### src/rtl/digit_scan_framer.sv
// -----------------------------------------------------------------------------
// digit_scan_framer
//
// Purpose:
//   Time-multiplexes NUM_DIGITS hex digits onto a shift-register display
//   driver. A free-running scan counter produces one tick every
//   2^SCAN_DIV_BITS cycles. Each tick presents one 16-bit frame
//   {one-hot digit select, segment byte} with a valid/ready handshake.
//   A shadow register captures new values at any time. The shadow is copied
//   into the displayed (active) value only when digit 0 is presented, so a
//   number is never shown half old and half new.
//
// Parameters:
//   NUM_DIGITS     number of multiplexed hex digits (1..4)
//   SCAN_DIV_BITS  scan tick period is 2^SCAN_DIV_BITS cycles (2..24)
//
// Build option:
//   DIGIT_SCAN_BLANK_EN  when defined, leading-zero digits above the highest
//                        nonzero digit show segment byte 8'h00. Digit 0 is
//                        never blanked.
//
// Ports:
//   i_clk          clock, rising edge
//   i_reset        asynchronous, active-high reset
//   i_value        value to display, digit 0 in [3:0]
//   i_value_load   one-cycle strobe, captures i_value into the shadow
//   i_frame_ready  downstream serializer accepts the presented frame
//   o_frame        [15:8] one-hot digit select, [7:0] segment byte
//   o_frame_valid  o_frame is presented
//   o_digit_index  digit index carried by o_frame
//   o_overrun      sticky: a scan tick arrived while a frame was still pending
// -----------------------------------------------------------------------------
module digit_scan_framer #(
  parameter int NUM_DIGITS    = 3,
  parameter int SCAN_DIV_BITS = 6
) (
  input  logic                    i_clk,
  input  logic                    i_reset,
  input  logic [4*NUM_DIGITS-1:0] i_value,
  input  logic                    i_value_load,
  input  logic                    i_frame_ready,
  output logic [15:0]             o_frame,
  output logic                    o_frame_valid,
  output logic [1:0]              o_digit_index,
  output logic                    o_overrun
);

  localparam int         VALUE_W    = 4 * NUM_DIGITS;
  localparam logic [1:0] LAST_INDEX = 2'(NUM_DIGITS - 1);

  typedef enum logic {
    ST_WAIT_TICK,
    ST_PRESENT
  } state_t;

  // Segment bit order is {dp, g, f, e, d, c, b, a}, active high, dp unused.
  function automatic logic [7:0] hex_to_7seg(input logic [3:0] nib);
    logic [7:0] seg;
    case (nib)
      4'h0:    seg = 8'h3F;
      4'h1:    seg = 8'h06;
      4'h2:    seg = 8'h5B;
      4'h3:    seg = 8'h4F;
      4'h4:    seg = 8'h66;
      4'h5:    seg = 8'h6D;
      4'h6:    seg = 8'h7D;
      4'h7:    seg = 8'h07;
      4'h8:    seg = 8'h7F;
      4'h9:    seg = 8'h6F;
      4'hA:    seg = 8'h77;
      4'hB:    seg = 8'h7C;
      4'hC:    seg = 8'h39;
      4'hD:    seg = 8'h5E;
      4'hE:    seg = 8'h79;
      default: seg = 8'h71;
    endcase
    return seg;
  endfunction

  logic [SCAN_DIV_BITS-1:0] r_scan_cnt;
  state_t                   r_state;
  logic [VALUE_W-1:0]       r_shadow;
  logic [VALUE_W-1:0]       r_active;
  logic [1:0]               r_index;
  logic [15:0]              r_frame;
  logic                     r_frame_valid;
  logic                     r_overrun;

  logic                     w_tick;
  logic                     w_new_overrun;
  logic [VALUE_W-1:0]       w_src_value;
  logic [15:0]              w_src_pad;
  logic [3:0]               w_nibble;
  logic [7:0]               w_sel;
  logic [7:0]               w_seg_dec;
  logic [7:0]               w_seg;

  assign w_tick        = &r_scan_cnt;
  assign w_new_overrun = (r_state == ST_PRESENT) && w_tick;

  // A frame for digit 0 is built in the same cycle that the shadow becomes
  // the active value. The decoder therefore reads the shadow at index 0 and
  // the active value at every other index. A load that lands on the commit
  // edge updates the shadow only after this read, so it waits a full scan.
  assign w_src_value = (r_index == 2'd0) ? r_shadow : r_active;
  assign w_src_pad   = 16'(w_src_value);
  assign w_nibble    = w_src_pad[{r_index, 2'b00} +: 4];
  assign w_sel       = 8'h01 << r_index;

  // One decoder serves every digit; only its input nibble is multiplexed.
  assign w_seg_dec = hex_to_7seg(w_nibble);

`ifdef DIGIT_SCAN_BLANK_EN
  logic w_blank;
  // A digit is a leading zero when it and every digit above it are zero.
  assign w_blank = (r_index != 2'd0) &&
                   ((w_src_pad >> {r_index, 2'b00}) == 16'h0000);
  assign w_seg   = w_blank ? 8'h00 : w_seg_dec;
`else
  assign w_seg = w_seg_dec;
`endif

  // NOTE: clocked state uses non-blocking assignments so that every register
  // samples the pre-edge values of the others, whatever the statement order.
  always_ff @(posedge i_clk or posedge i_reset) begin
    if (i_reset) begin
      r_scan_cnt <= '0;
    end else begin
      r_scan_cnt <= r_scan_cnt + SCAN_DIV_BITS'(1);
    end
  end

  always_ff @(posedge i_clk or posedge i_reset) begin
    if (i_reset) begin
      r_shadow <= '0;
    end else if (i_value_load) begin
      r_shadow <= i_value;
    end
  end

  // A load clears the sticky flag. A tick missed in the same cycle sets it
  // again, and that takes priority.
  always_ff @(posedge i_clk or posedge i_reset) begin
    if (i_reset) begin
      r_overrun <= 1'b0;
    end else begin
      r_overrun <= w_new_overrun | (r_overrun & ~i_value_load);
    end
  end

  always_ff @(posedge i_clk or posedge i_reset) begin
    if (i_reset) begin
      r_state       <= ST_WAIT_TICK;
      r_frame       <= 16'h0000;
      r_frame_valid <= 1'b0;
      r_index       <= 2'd0;
      r_active      <= '0;
    end else begin
      case (r_state)
        ST_WAIT_TICK: begin
          if (w_tick) begin
            r_state       <= ST_PRESENT;
            r_frame_valid <= 1'b1;
            r_frame       <= {w_sel, w_seg};
            if (r_index == 2'd0) begin
              r_active <= r_shadow;
            end
          end
        end
        ST_PRESENT: begin
          // The frame and index are held here until the serializer accepts.
          // Ticks seen in this state only raise the overrun flag.
          if (i_frame_ready) begin
            r_state       <= ST_WAIT_TICK;
            r_frame_valid <= 1'b0;
            r_index       <= (r_index == LAST_INDEX) ? 2'd0 : r_index + 2'd1;
          end
        end
        default: begin
          r_state <= ST_WAIT_TICK;
        end
      endcase
    end
  end

  assign o_frame       = r_frame;
  assign o_frame_valid = r_frame_valid;
  assign o_digit_index = r_index;
  assign o_overrun     = r_overrun;

endmodule

### config.mk
export PLATFORM = sky130hd
export DESIGN_NAME = digit_scan_framer
export DESIGN_NICKNAME = d
export VERILOG_FILES = /design/src/rtl/digit_scan_framer.sv
export SDC_FILE = /design/constraint.sdc
export NUM_CORES = 1
export LEC_CHECK = 0
export ABC_CLOCK_PERIOD_IN_PS = 1990
export BUFFER_PORTS_ARGS = -buffer_cell sky130_fd_sc_hd__buf_2
export CORE_ASPECT_RATIO = 0.7
export CORE_MARGIN = 2
export CORE_UTILIZATION = 44
export CTS_CLUSTER_DIAMETER = 60
export DETAILED_ROUTE_END_ITERATION = 8
export GPL_ROUTABILITY_DRIVEN = 0
export PLACE_DENSITY = 0.66
export SYNTH_ARGS = -nofsm -noshare
export SYNTH_HDL_FRONTEND = slang
export SYNTH_SLANG_ARGS = --single-unit
### constraint.sdc
create_clock -name i_clk -period 1.99 [get_ports i_clk]
set_clock_uncertainty 0.05 [all_clocks]
set_input_delay 0.2985 -clock i_clk [delete_from_list [all_inputs] [get_ports i_clk]]
set_output_delay 0.2985 -clock i_clk [all_outputs]
set_load 0.01 [all_outputs]
==> results, run 1 <==
- The flow ran to the end, and the final reports show no timing, DRC or antenna violations.
- The highest cell delay on the worst timing path is 0.49 ns.
- Global routing consumed, on the met1 layer, 22.9% of the routing resources.
- Max-cap violations in this run came to 0.
- The aggregate global routing overflow is 0.
- Yosys mapped a number of flops with a built-in enable equal to 0.
- TritonCTS built the clock tree.
- The proportion of register bits with asynchronous set or reset after synthesis is 100%.
- In this run the worst hold path is classified as in2async.
- Setup violations remaining at the end of the flow were counted as 0.
- At the later pin of the worst-skew pair, clock insertion delay measures 0.29 ns.
- The netlist area before placement is 2030 sq um.
- During I/O placement, the number of pins put on the boundary was 36.
- Setup repair after global routing left no endpoint under its margin.
- The leading cell type in the layout, fill and taps excluded is dfrtp_1.
- The nature of the critical path startpoint is a flip-flop.
- The layout-stage area growth over the synthesis result is 16.0%.
- The region available for standard cell placement spans 4380 sq um.
- The floorplan step defined a die boundary enclosing 5170 sq um.
- The number of global-route vias before repair came to 1,268.
- The total number of vias is 1,353.
- The layout net count is 237.
- The worst pin sits at a relative slew slack of 65.7%.
- The net switching component of the power is 0.428 mW.
- Global routing consumed, over all layers together, 15.7% of the routing resources.
- The number of gates resized after CTS was 0.
- The switching power as a share of total power is 23.6%.
- The DRC violation count after routing is 0.
- For this run, the number of Yosys warnings is 0.
- The max-slew violation total from the final report is 0.
- Dividing the detail-routed via count by the number of cells gives 5.05.
- Power comes to 1.81 mW.
- The worst register-to-register path has a setup slack of 0.13 ns.
- The CTS clock-pin slew for the worst setup and hold paths is 0.08 ns.
- Of the cells placed in the final design, the portion with a size suffix greater than 1 is 31.5%.
- The fill cell total of the finished layout is 405.
- The chip width is 85.1 um.
- The worst setup path is captured at a flip-flop.
- In the layout the commonest cells are 42 x dfrtp_1, 30 x buf_2, 26 x nand2_1.
- The number of buffers inserted by hold repair at cts is 0.
- The number of hold violations in the final report is 0.
- The average wire per cell in the routed design is 13.5 um.
- The initial antenna violation count is 0.
- The first routing iteration left 32 violations.
- The top cell type's share of synthesized area is 51.9%.
- The internal portion of the total power is 1.38 mW.
- For this design the static power due to leakage is 1.16 nW.
- Combinational cells account for 12.5% of the total power.
- Buffers inserted during clock tree synthesis total 5.
- The ratio of total power to cell area is 771 nW/um^2.
- The top cell type by total area after synthesis is dfrtp_1.
- The post-route antenna net violation count is 0.
- The netlist uses 42 different library cells.
- The transition time at the pin with the least slew margin is 0.514 ns.
- The half-perimeter wire length after placement is 2.76 mm.
- The flip-flop and latch count after synthesis is 42.
- The part of the total power dissipated in the clock network is 37.4%.
- The required time of the critical path is 2.12 ns.
- Before antenna repair, the detailed router went through 4 iterations.
- The fraction of the yosys area taken by sequential cells is 51.9%.
- The count of antenna diodes in the layout is 0.
- Sorting the synthesized cells by area gives the leading types as dfrtp_1 52%, mux2_2 6.7%, ha_1 4.9%.
- STA puts the critical path data arrival time at 1.98 ns.
- For this run, global-route usage on met2 was measured as 22.5%.
- For this block, the routed nets add up to 3.61 mm of wire.
- The starting density of the core is 46.3%.
- The first-pass GRT wire length is 6.17 mm.
- The largest individual stage delay along the critical path comes from the cell dfrtp_1.
- The ratio of final minimum period to clock period is 93.3%.
- The height of the die is 60.8 um.
- The highest-utilization routing layer at the global route stage is met1.
- The worst-case vdd ir drop is 592 uV.
- The number of H-tree levels is 2.
- For this run, global-route usage on met3 was measured as 4.90%.
- The root buffer cell chosen for the clock tree is clkbuf_8.
- The share of total power dissipated in sequential elements is 50.1%.
- The pin count of the biggest net entering global routing is 43.
- Of all nets on the critical path, the largest fanout is 8.
- The clock passes through at most 2 buffers.
- The setup TNS is 0 ns.
- The number of standard-cell rows in the floorplan is 20.
- Among all flip-flop cells after synthesis, the most frequent one is dfrtp_1.
- The top achievable clock speed is 539 MHz.
- The total setup buffers inserted after CTS is 0.
- By startpoint and endpoint, the worst setup path is classified as reg2reg.
- The count of buffers added on input and output ports is 30.
- In this run the mean area of a mapped cell was 11.4 sq um.
- The clock period minus final worst setup slack is 1.86 ns.
- The cell count after synthesis is 178.
- The clock sink count is 42.
- Traced cell by cell, the critical path runs through mux2i_1, o22ai_1, buf_4, ha_1, mux2i_1, o22ai_1, o21ai_1.
- The worst hold margin is 0.0663 ns.
final timing paths:
check	startpoint	to	cells after the start
hold / removal	i_reset	o_frame[11]$_DFFE_PP0P_	3
setup reg to reg	o_digit_index[1]$_DFFE_PP0P_	o_frame[5]$_DFFE_PP0P_	7
min in group i_clk	i_value[10]	r_shadow[10]$_DFFE_PP0P_	2
hold reg to reg	o_frame[11]$_DFFE_PP0P_	o_frame[11]$_DFFE_PP0P_	2
max in group asynchronous	i_reset	r_active[8]$_DFFE_PP0P_	3
setup / recovery	o_digit_index[1]$_DFFE_PP0P_	o_frame[5]$_DFFE_PP0P_	7
per-stage QoR:
stage	util, %	std cells	setup WS, ns	area, sq um
after floorplan	-	182	0.0380	2040
after global placement	51.1	261	0.185	2240
after detailed placement	51.1	261	0.136	2240
after CTS	53.7	268	0.125	2350
after global routing	53.7	268	0.00684	2350
final	53.7	268	0.134	2350
kinds of logic after synthesis:
family          synth area share [%]
simple gates                    11.8
flops                           51.9
compound gates                  9.32
mux                             15.0
buf+inv                         5.18
fa+ha+maj                       4.94
xor+xnor                        1.73
other cells                    0.185
cell usage after synthesis, types with 3 or more instances:
cell       n
buf_2      3
buf_4      5
clkbuf_1   4
dfrtp_1   42
ha_1       8
inv_1      6
mux2_1     3
mux2_2    12
mux2_4     5
mux2i_1    6
nand2_1   26
nand3_1    6
nor2_1     4
o21ai_0    4
o21ai_1    3
o22ai_1    6
xor2_1     3
metal layers:
metal	wire length, um	part of all wire (%)
met2	1510	42
met1	1880	52
met3	180	5.0
met5	0	0
met4	36	1.0
state kept, by name (all words and copies together), names as in the netlist:
| signal | count |
|---|---|
| r_shadow | 12 |
| o_digit_index | 2 |
| o_overrun | 1 |
| o_frame_valid | 1 |
| o_frame | 11 |
| r_state | 1 |
| r_scan_cnt | 6 |
| r_active | 8 |
power groups by stage:
stage | Clock, mW | Combinational [mW] | Sequential [mW]
finish | 0.677 | 0.226 | 0.909
CTS | 0.693 | 0.227 | 0.910
global placement | 0 | 0.225 | 0.926
global route | 0.726 | 0.254 | 0.915
detailed placement | 0 | 0.226 | 0.927
floorplan | 0 | 0.169 | 0.914
layout make-up:
class,instances,area (sq um),share of cell area (%)
sequential,42,1050,44.7
multi-input combinational,120,886,37.7
clock inverter,1,30.0,1.28
tap,55,68.8,2.93
timing repair buffer,38,210,8.94
clock buffer,6,82.6,3.51
inverter,6,22.5,0.958
critical path: cells and delay by family (launching register included):
family / cells / cell delay (ns)
buf+inv: 1 / 0.18
fa+ha+maj: 1 / 0.21
flops: 1 / 0.49
mux: 2 / 0.25
compound gates: 3 / 0.54
Power figures use the tool's default switching activity.
==> run 2, diff against run 1 <==
--- a/config.mk
+++ b/config.mk
@@ -10,6 +10,7 @@
 export CORE_ASPECT_RATIO = 0.7
 export CORE_MARGIN = 2
 export CORE_UTILIZATION = 44
+export CTS_BUF_LIST = sky130_fd_sc_hd__clkbuf_8
 export CTS_CLUSTER_DIAMETER = 60
 export DETAILED_ROUTE_END_ITERATION = 8
 export GPL_ROUTABILITY_DRIVEN = 0
==> constraint.sdc (replaced) <==
create_clock -name i_clk -period 1.99 [get_ports i_clk]
set_clock_uncertainty 0.05 [all_clocks]
set_input_delay 0.199 -clock i_clk [delete_from_list [all_inputs] [get_ports i_clk]]
set_output_delay 0.199 -clock i_clk [all_outputs]
set_load 0.01 [all_outputs]
==> run 2 against run 1 <==
  * Sequential power about the same
  * Largest cell class unchanged
  * Sequential cell count unchanged
  * Hold slack better by 0.018 ns
  * Largest power group unchanged
  * Power up 0.15%
==> results, run 2 (synthesized netlist as in run 1, its figures left out) <==
- The first global-routing pass estimated 6.17 mm of wire.
- The count of antenna diodes in the layout is 0.
- The number of hold violations in the final report came to 0.
- The top achievable clock speed is 537 MHz.
- The floorplan has 20 rows.
- The number of global-route vias before repair is 1,268.
- Entering global routing, the biggest net connects 43 pins.
- VDD sags by at most 594 uV.
- Summed over all layers, the global routing overflow is 0.
- The part of the power in combinational logic is 12.6%.
- The switching power as a share of total power is 23.7%.
- The number of H-tree levels is 2.
- Across the run, the number of max-cap violations was 0.
- The part of the total power dissipated in the clock network is 37.4%.
- The die is 60.8 um tall.
- The total setup buffers inserted after CTS is 0.
- For the pin with the worst max-slew slack, the measured transition is 0.514 ns.
- The ratio of final minimum period to clock period is 93.5%.
- Summed over all cells, the static leakage comes to 1.17 nW.
- Using the TritonRoute via totals, the vias-per-cell ratio works out to 5.02.
- The clock latency reported for the late side of the worst-skew pair is 0.29 ns.
- The maximum buffer depth of the clock tree is 2.
- Together, buffers and inverters on the worst path number 1.
- The detailed router finished its first iteration with 41 violations.
- The root buffer cell is clkbuf_8.
- In the layout the commonest cells are 42 x dfrtp_1, 30 x buf_2, 26 x nand2_1.
- The worst path meets setup with 0.129 ns of slack.
- The post-route antenna net violation count is 0.
- Data on the critical path is required at its endpoint by 2.12 ns.
- In this design, the stage delay of the slowest critical-path cell is 0.49 ns.
- The register with the most flip-flops in the final layout is r_shadow.
- Buffers placed on the I/O ports in this run total 30.
- Dividing total power by cell area gives a power density of 769 nW/um^2.
- From left edge to right edge, the die measures 85.1 um.
- Timing analysis after detailed placement gives a worst setup slack of 0.136 ns.
- The initial antenna violation count came to 0.
- The worst setup path is captured at a flip-flop.
- The nature of the critical path startpoint is a flip-flop.
- The kind of cell adding the most delay to the critical path is compound AO/OA/AOI/OAI gates.
- The post-route netlist has 31.3% of its cells at a drive strength greater than 1.
- The sequential group share of total power is 50.1%.
- The CTS tree is built.
- The type of the most critical hold path is in2reg.
- Leaving out fill and tap cells, the most frequent cell in the layout is dfrtp_1.
- Detailed placement ended at an HPWL of 2.76 mm.
- The flow ran to the end, and the final reports show no timing, DRC or antenna violations.
- The die outline area is 5170 sq um.
- Subtracting the final worst setup slack from the clock period gives 1.86 ns.
- After detailed routing, the number of remaining DRC violations is 0.
- The clock sink count is 42.
- From synthesis to final layout, the design area changed by 16.5%.
- The maximum fanout encountered on the critical timing path is 8.
- The starting density of the core is 46.3%.
- The tightest slew margin relative to the limit is 65.7%.
- The largest individual stage delay along the critical path comes from the cell dfrtp_1.
- The number of top-level pins is 36.
- Data on the critical path arrives at its endpoint at 1.99 ns.
- In this run, post-CTS repair resized a total of 0 instances.
- For this design the total switching power over the nets is 0.430 mW.
- Setup violations remaining at the end of the flow were counted as 0.
- The register with the most flip-flops in the layout has 12 of them.
- The total area inside the core boundary comes to 4380 sq um.
- The max-slew violation total from the final report is 0.
- The wire length after detailed routing is 3.62 mm.
- The kind of critical path is reg2reg.
- The total number of vias is 1,350.
- The layout net count is 238.
- Setup repair after global routing left no endpoint under its margin.
- The first-pass iteration count of the detailed router is 4.
- Dividing the detail-routed wire length by the instance count gives 13.5 um.
- Summed over all failing endpoints, the final setup total negative slack is 0 ns.
- Cell internal power was estimated by the tool at 1.39 mW.
- Walking the worst path, the cells encountered are mux2i_1, o22ai_1, buf_4, ha_1, mux2i_1, o22ai_1, o21ai_1.
- In the global route stage, overall resource usage came out at 15.7%.
- The number of clock buffers added by TritonCTS is 5.
- The CTS clock-pin slew for the worst setup and hold paths is 0.08 ns.
[run 2: cell count changes in the layout (fill, tap and decap cells not counted), sizes merged]
cell / change
dlygate4sd3: +1
[run 2: stage by stage]
stage / instances / power [mW] / utilization [%] / area (sq um) / hold WS (ns)
2_1_floorplan: 182 / 1.08 / - / 2040 / 0.242
3_3_place_gp: 261 / 1.15 / 51.1 / 2240 / 0.306
3_5_place_dp: 261 / 1.15 / 51.1 / 2240 / 0.314
4_1_cts: 269 / 1.83 / 53.9 / 2360 / 0.0764
5_1_grt: 269 / 1.90 / 53.9 / 2360 / 0.0783
6_report: 269 / 1.82 / 53.9 / 2360 / 0.0846
[run 2: repair_timing]
| action | 4_1_cts | 5_1_grt |
|---|---|---|
| hold buffers | 1 | 0 |
| endpoints found under the hold margin | 24 | 0 |
| setup endpoints to repair | 0 | 0 |
[run 2: metal layers]
metal,GRT usage (%),routed length [um]
met5,0,0
met4,4.76,36
met3,4.90,175
met2,22.5,1500
met1,22.9,1910
[run 2: path summary, 6_finish.rpt]
path	from	to	slack, ns	cells after the start
setup / recovery	o_digit_index[1]$_DFFE_PP0P_	o_frame[5]$_DFFE_PP0P_	0.13	7
hold / removal	i_value[10]	r_shadow[10]$_DFFE_PP0P_	0.08	2
setup reg to reg	o_digit_index[1]$_DFFE_PP0P_	o_frame[5]$_DFFE_PP0P_	0.13	7
hold reg to reg	o_frame[11]$_DFFE_PP0P_	o_frame[11]$_DFFE_PP0P_	0.43	2
max in group asynchronous	i_reset	r_active[8]$_DFFE_PP0P_	1.01	4
min in group asynchronous	i_reset	o_frame[11]$_DFFE_PP0P_	0.52	4
[run 2: power by group through the flow]
stage / clock network (mW) / registers (mW) / logic, mW
2_1_floorplan: 0 / 0.914 / 0.169
3_3_place_gp: 0 / 0.926 / 0.225
3_5_place_dp: 0 / 0.927 / 0.226
4_1_cts: 0.693 / 0.910 / 0.229
5_1_grt: 0.726 / 0.915 / 0.255
6_report: 0.679 / 0.909 / 0.228
[run 2: cell type report]
type / count / area (sq um)
clock inverters: 1 / 30.0
flip-flops and latches: 42 / 1050
inverters: 6 / 22.5
multi-input cells: 120 / 886
clock buffers: 6 / 82.6
repair buffers: 39 / 220
fillers: 402 / 2020
well taps: 55 / 68.8
==> run 3, diff against run 2 <==
--- a/config.mk
+++ b/config.mk
@@ -5,6 +5,7 @@
 export SDC_FILE = /design/constraint.sdc
 export NUM_CORES = 1
 export LEC_CHECK = 0
+export ABC_AREA = 1
 export ABC_CLOCK_PERIOD_IN_PS = 1990
 export BUFFER_PORTS_ARGS = -buffer_cell sky130_fd_sc_hd__buf_2
 export CORE_ASPECT_RATIO = 0.7
==> run 3 against run 2 <==
  * The run now ends with negative hold slack left
  * Critical path depth up 4
  * Core utilization about the same
  * Clock-buffer cell count unchanged
  * Critical path type unchanged
  * Largest cell class unchanged
==> results, run 3 <==
- The run finished, with violations left.
- The checks that failed: negative hold slack.
- The quantity of I/O buffers inserted on ports is 30.
- Detailed placement finished with a half-perimeter wire length of 2.86 mm.
- The final layout contains 298 nets.
- In this run the static leakage power is 1.28 nW.
- The endpoint identified for the worst register-to-register timing path is o_frame[5]$_DFFE_PP0P_.
- The maximum fanout encountered on the critical timing path is 7.
- The mux share of post-synthesis cell area is 0.537%.
- The count of antenna diodes in the layout is 0.
- The tightest slew margin relative to the limit is 64.7%.
- The worst-case vdd ir drop is 320 uV.
- The maximum buffer depth of the clock tree is 2.
- Yosys mapped a number of flops with a built-in enable equal to 0.
- The number of DRC violations after detailed-routing iteration 0 is 103.
- The part of the total power dissipated in the clock network is 31.2%.
- Of the available clock period, the critical path in the final layout requires 89.7%.
- The height of the die is 61.7 um.
- In this run the count of I/O pins placed on the die edge is 36.
- The area fraction in and, or, nand and nor cells after synthesis is 23.2%.
- The non-filler instance count after layout is 330.
- Grouping stages by cell kind, the critical path spends the most delay in simple AND/OR/NAND/NOR gates.
- During synthesis, Yosys emitted a total of 0 warnings.
- The number of cells on the worst reg-to-reg path is 11.
- The post-route antenna net violation count is 0.
- The worst-case setup slack after placement is 0.0471 ns.
- The critical path is of the reg2reg type.
- The number of buffers inserted by hold repair at cts is 0.
- Counting flops per register, the top entry is r_shadow.
- The total number of vias is 1,557.
- The first-pass GRT wire length is 6.76 mm.
- The initial antenna violation count is 0.
- After layout, the design draws a total of 1.77 mW.
- The most frequent cell on the critical path is nand2_1.
- Yosys instantiated no cell more often than nand2_1.
- Setup violations remaining at the end of the flow were counted as 0.
- The internal power summed over all cells is 1.27 mW.
- The layout-stage area growth over the synthesis result is 14.6%.
- The synthesized netlist devotes 9.91% of its cell area to compound gates.
- The root buffer cell is clkbuf_8.
- The type of the most critical hold path is in2async.
- In this run the critical register-to-register path is launched from o_digit_index[1]$_DFFE_PP0P_.
- The proportion of register bits with asynchronous set or reset after synthesis is 100%.
- The clock period minus final worst setup slack is 1.79 ns.
- Measured along the x axis, the die boundary spans 86.5 um.
- The cell type of the slowest stage on the worst timing path is dfrtp_2.
- The number of hold violations in the final report is 26.
- Combinational cells account for 17.8% of the total power.
- The signal on the critical path passes through inv_1, nor2_2, nand2_1, nand3_1, buf_4, ha_1, inv_1, nand4_1, nand2_1, nand2_1, a21oi_1.
- Global routing consumed, on the met1 layer, 25.9% of the routing resources.
- The top cell type by total area after synthesis is dfrtp_1.
- Synthesis produced a netlist whose cell count is 236.
- The required time of the critical path is 2.15 ns.
- Max-cap violations in this run came to 0.
- The global routing met3 resource utilization is 4.10%.
- The clock net in this run drives a total of 42 sinks.
- In the layout the commonest cells are 69 x nand2_1, 40 x dfrtp_1, 30 x buf_2.
- The total placed cells including tap cells is 321.
- STA classifies the critical path startpoint as a flip-flop.
- The final design instance area without fill is 2400 sq um.
- The data arrival at the endpoint of the critical path is 1.94 ns.
- The CTS tree is built.
- The worst hold margin is -0.0110 ns.
- The fraction of the yosys area taken by sequential cells is 50.1%.
- The synthesized design contains 42 register bits.
- The DRC violation count after routing is 0.
- After floorplanning, the core was divided into 20 placement rows.
- The pin count of the biggest net entering global routing is 43.
- Yosys attributes the largest share of cell area to dfrtp_1 50%, nand2_1 12%, inv_1 5.0%.
- Global routing finished with a remaining overflow of 0.
- The global router's overall resource usage is 16.6%.
- The buffering stage count on the worst path with inverters included is 3.
- The highest-utilization routing layer at the global route stage is met1.
- The number of flip-flops in the largest register is 12.
- In this run the register-to-register setup slack is 0.20 ns.
- The average wire per cell in the routed design is 11.8 um.
- The wire length after detailed routing is 3.89 mm.
- The number of global-route vias before repair is 1,409.
- STA classifies the critical path endpoint as a flip-flop.
- The XOR/XNOR share of the synthesized area is 1.67%.
- Registers are responsible for 50.9% of the overall power.
- The max-slew violation total from the final report is 0.
- In the post-route analysis, the smallest setup slack over all paths is 0.205 ns.
- The starting density of the core is 47.1%.
- In the routed layout, each cell is associated on average with a via count of 4.72.
- The most used flip-flop cell after synthesis is dfrtp_1.
- The number of unique standard cell types used by synthesis is 30.
- The top achievable clock speed is 560 MHz.
- After synthesis, the most frequently instantiated cells are 69 x nand2_1, 42 x dfrtp_1, 28 x inv_1.
- After floorplanning, the core was sized to cover 4450 sq um.
- In this run the cell area measured after placement is 2290 sq um.
- The die outline area is 5340 sq um.
- The number of buffers created by CTS is 5.
- The final cell utilization of the core is 53.9%.
- The post-route netlist has 25.8% of its cells at a drive strength greater than 1.
- The transition time at the pin with the least slew margin is 0.529 ns.
- At the later pin of the worst-skew pair, clock insertion delay measures 0.29 ns.
- After clock tree synthesis, the clock-pin slew on the worst setup and hold paths is 0.08 ns.
- The first-pass iteration count of the detailed router is 4.
- In this run the number of H-tree levels came out at 2.
- The top cell type's share of synthesized area is 50.1%.
- The setup TNS is 0 ns.
- For this run, global-route usage on met2 was measured as 23.4%.
- Summing every instance area after synthesis gives 2100 sq um.
- The share of synthesized cell area in full adder, half adder and majority cells is 4.78%.
- The library cell used most frequently in the layout, excluding fill and tap cells, is nand2_1.
- The average instance in the mapped netlist occupies 8.88 sq um.
- The switching power as a share of total power is 28.5%.
- The main combinational cell family by area after synthesis is simple AND/OR/NAND/NOR gates.
- Power spread over the standard cell area amounts to 737 nW/um^2.
- In this design, the stage delay of the slowest critical-path cell is 0.45 ns.
- The analysis attributes to net switching a power of 0.504 mW.
[run 3: timing repair]
item                                    in CTS  in global routing
endpoints found under the setup margin       0                  6
endpoints found under the hold margin        0                  0
resized for setup                            0                  6
setup buffers                                0                  1
[run 3: cell type report]
| cell class | count | area, sq um |
|---|---|---|
| clock buffers | 6 | 82.6 |
| clock inverters | 2 | 8.76 |
| fillers | 428 | 2050 |
| inverters | 31 | 119 |
| multi-input cells | 157 | 867 |
| flip-flops and latches | 42 | 1050 |
| well taps | 55 | 68.8 |
| repair buffers | 37 | 203 |
[run 3: worst max path at each step]
stage | to | start | slack [ns] | cells past startpoint
floorplan | o_frame[3]$_DFFE_PP0P_ | o_digit_index[0]$_DFFE_PP0P_ | 0.08 | 13
global placement | o_frame[3]$_DFFE_PP0P_ | o_digit_index[1]$_DFFE_PP0P_ | 0.12 | 13
detailed placement | o_frame[1]$_DFFE_PP0P_ | o_digit_index[1]$_DFFE_PP0P_ | 0.05 | 10
CTS | o_frame[3]$_DFFE_PP0P_ | o_digit_index[1]$_DFFE_PP0P_ | 0.04 | 13
global route | o_frame[3]$_DFFE_PP0P_ | o_digit_index[1]$_DFFE_PP0P_ | -0.001 | 13
finish | o_frame[5]$_DFFE_PP0P_ | o_digit_index[1]$_DFFE_PP0P_ | 0.20 | 11
[run 3: power groups by stage]
stage | clock, mW | sequential, mW | combinational (mW)
final | 0.553 | 0.902 | 0.315
after global routing | 0.611 | 0.906 | 0.365
after CTS | 0.579 | 0.902 | 0.305
after detailed placement | 0 | 0.919 | 0.303
after global placement | 0 | 0.917 | 0.301
after floorplan | 0 | 0.919 | 0.214
[run 3: logic make-up after synthesis]
family | after synthesis
AOI/OAI and AO/OA | 34
xor gates and xnor gates | 4
adders and majority gates | 8
buffers and inverters | 41
DFF | 42
muxes | 1
other | 1
and+or+nand+nor | 105
[run 3: metal layers]
metal,vias up,share of wire (%)
met5,-,0
met4,0,0.28
met3,2,5.0
met2,36,40
met1,709,55
li1,810,-
[run 3: worst reg2reg max path: stages, from the launching register on]
cell and delay, ns:
dfrtp_2 0.45, inv_1 0.17, nor2_2 0.07, nand2_1 0.06
nand3_1 0.09, buf_4 0.17, ha_1 0.19, inv_1 0.05
nand4_1 0.14, nand2_1 0.10, nand2_1 0.05, a21oi_1 0.14
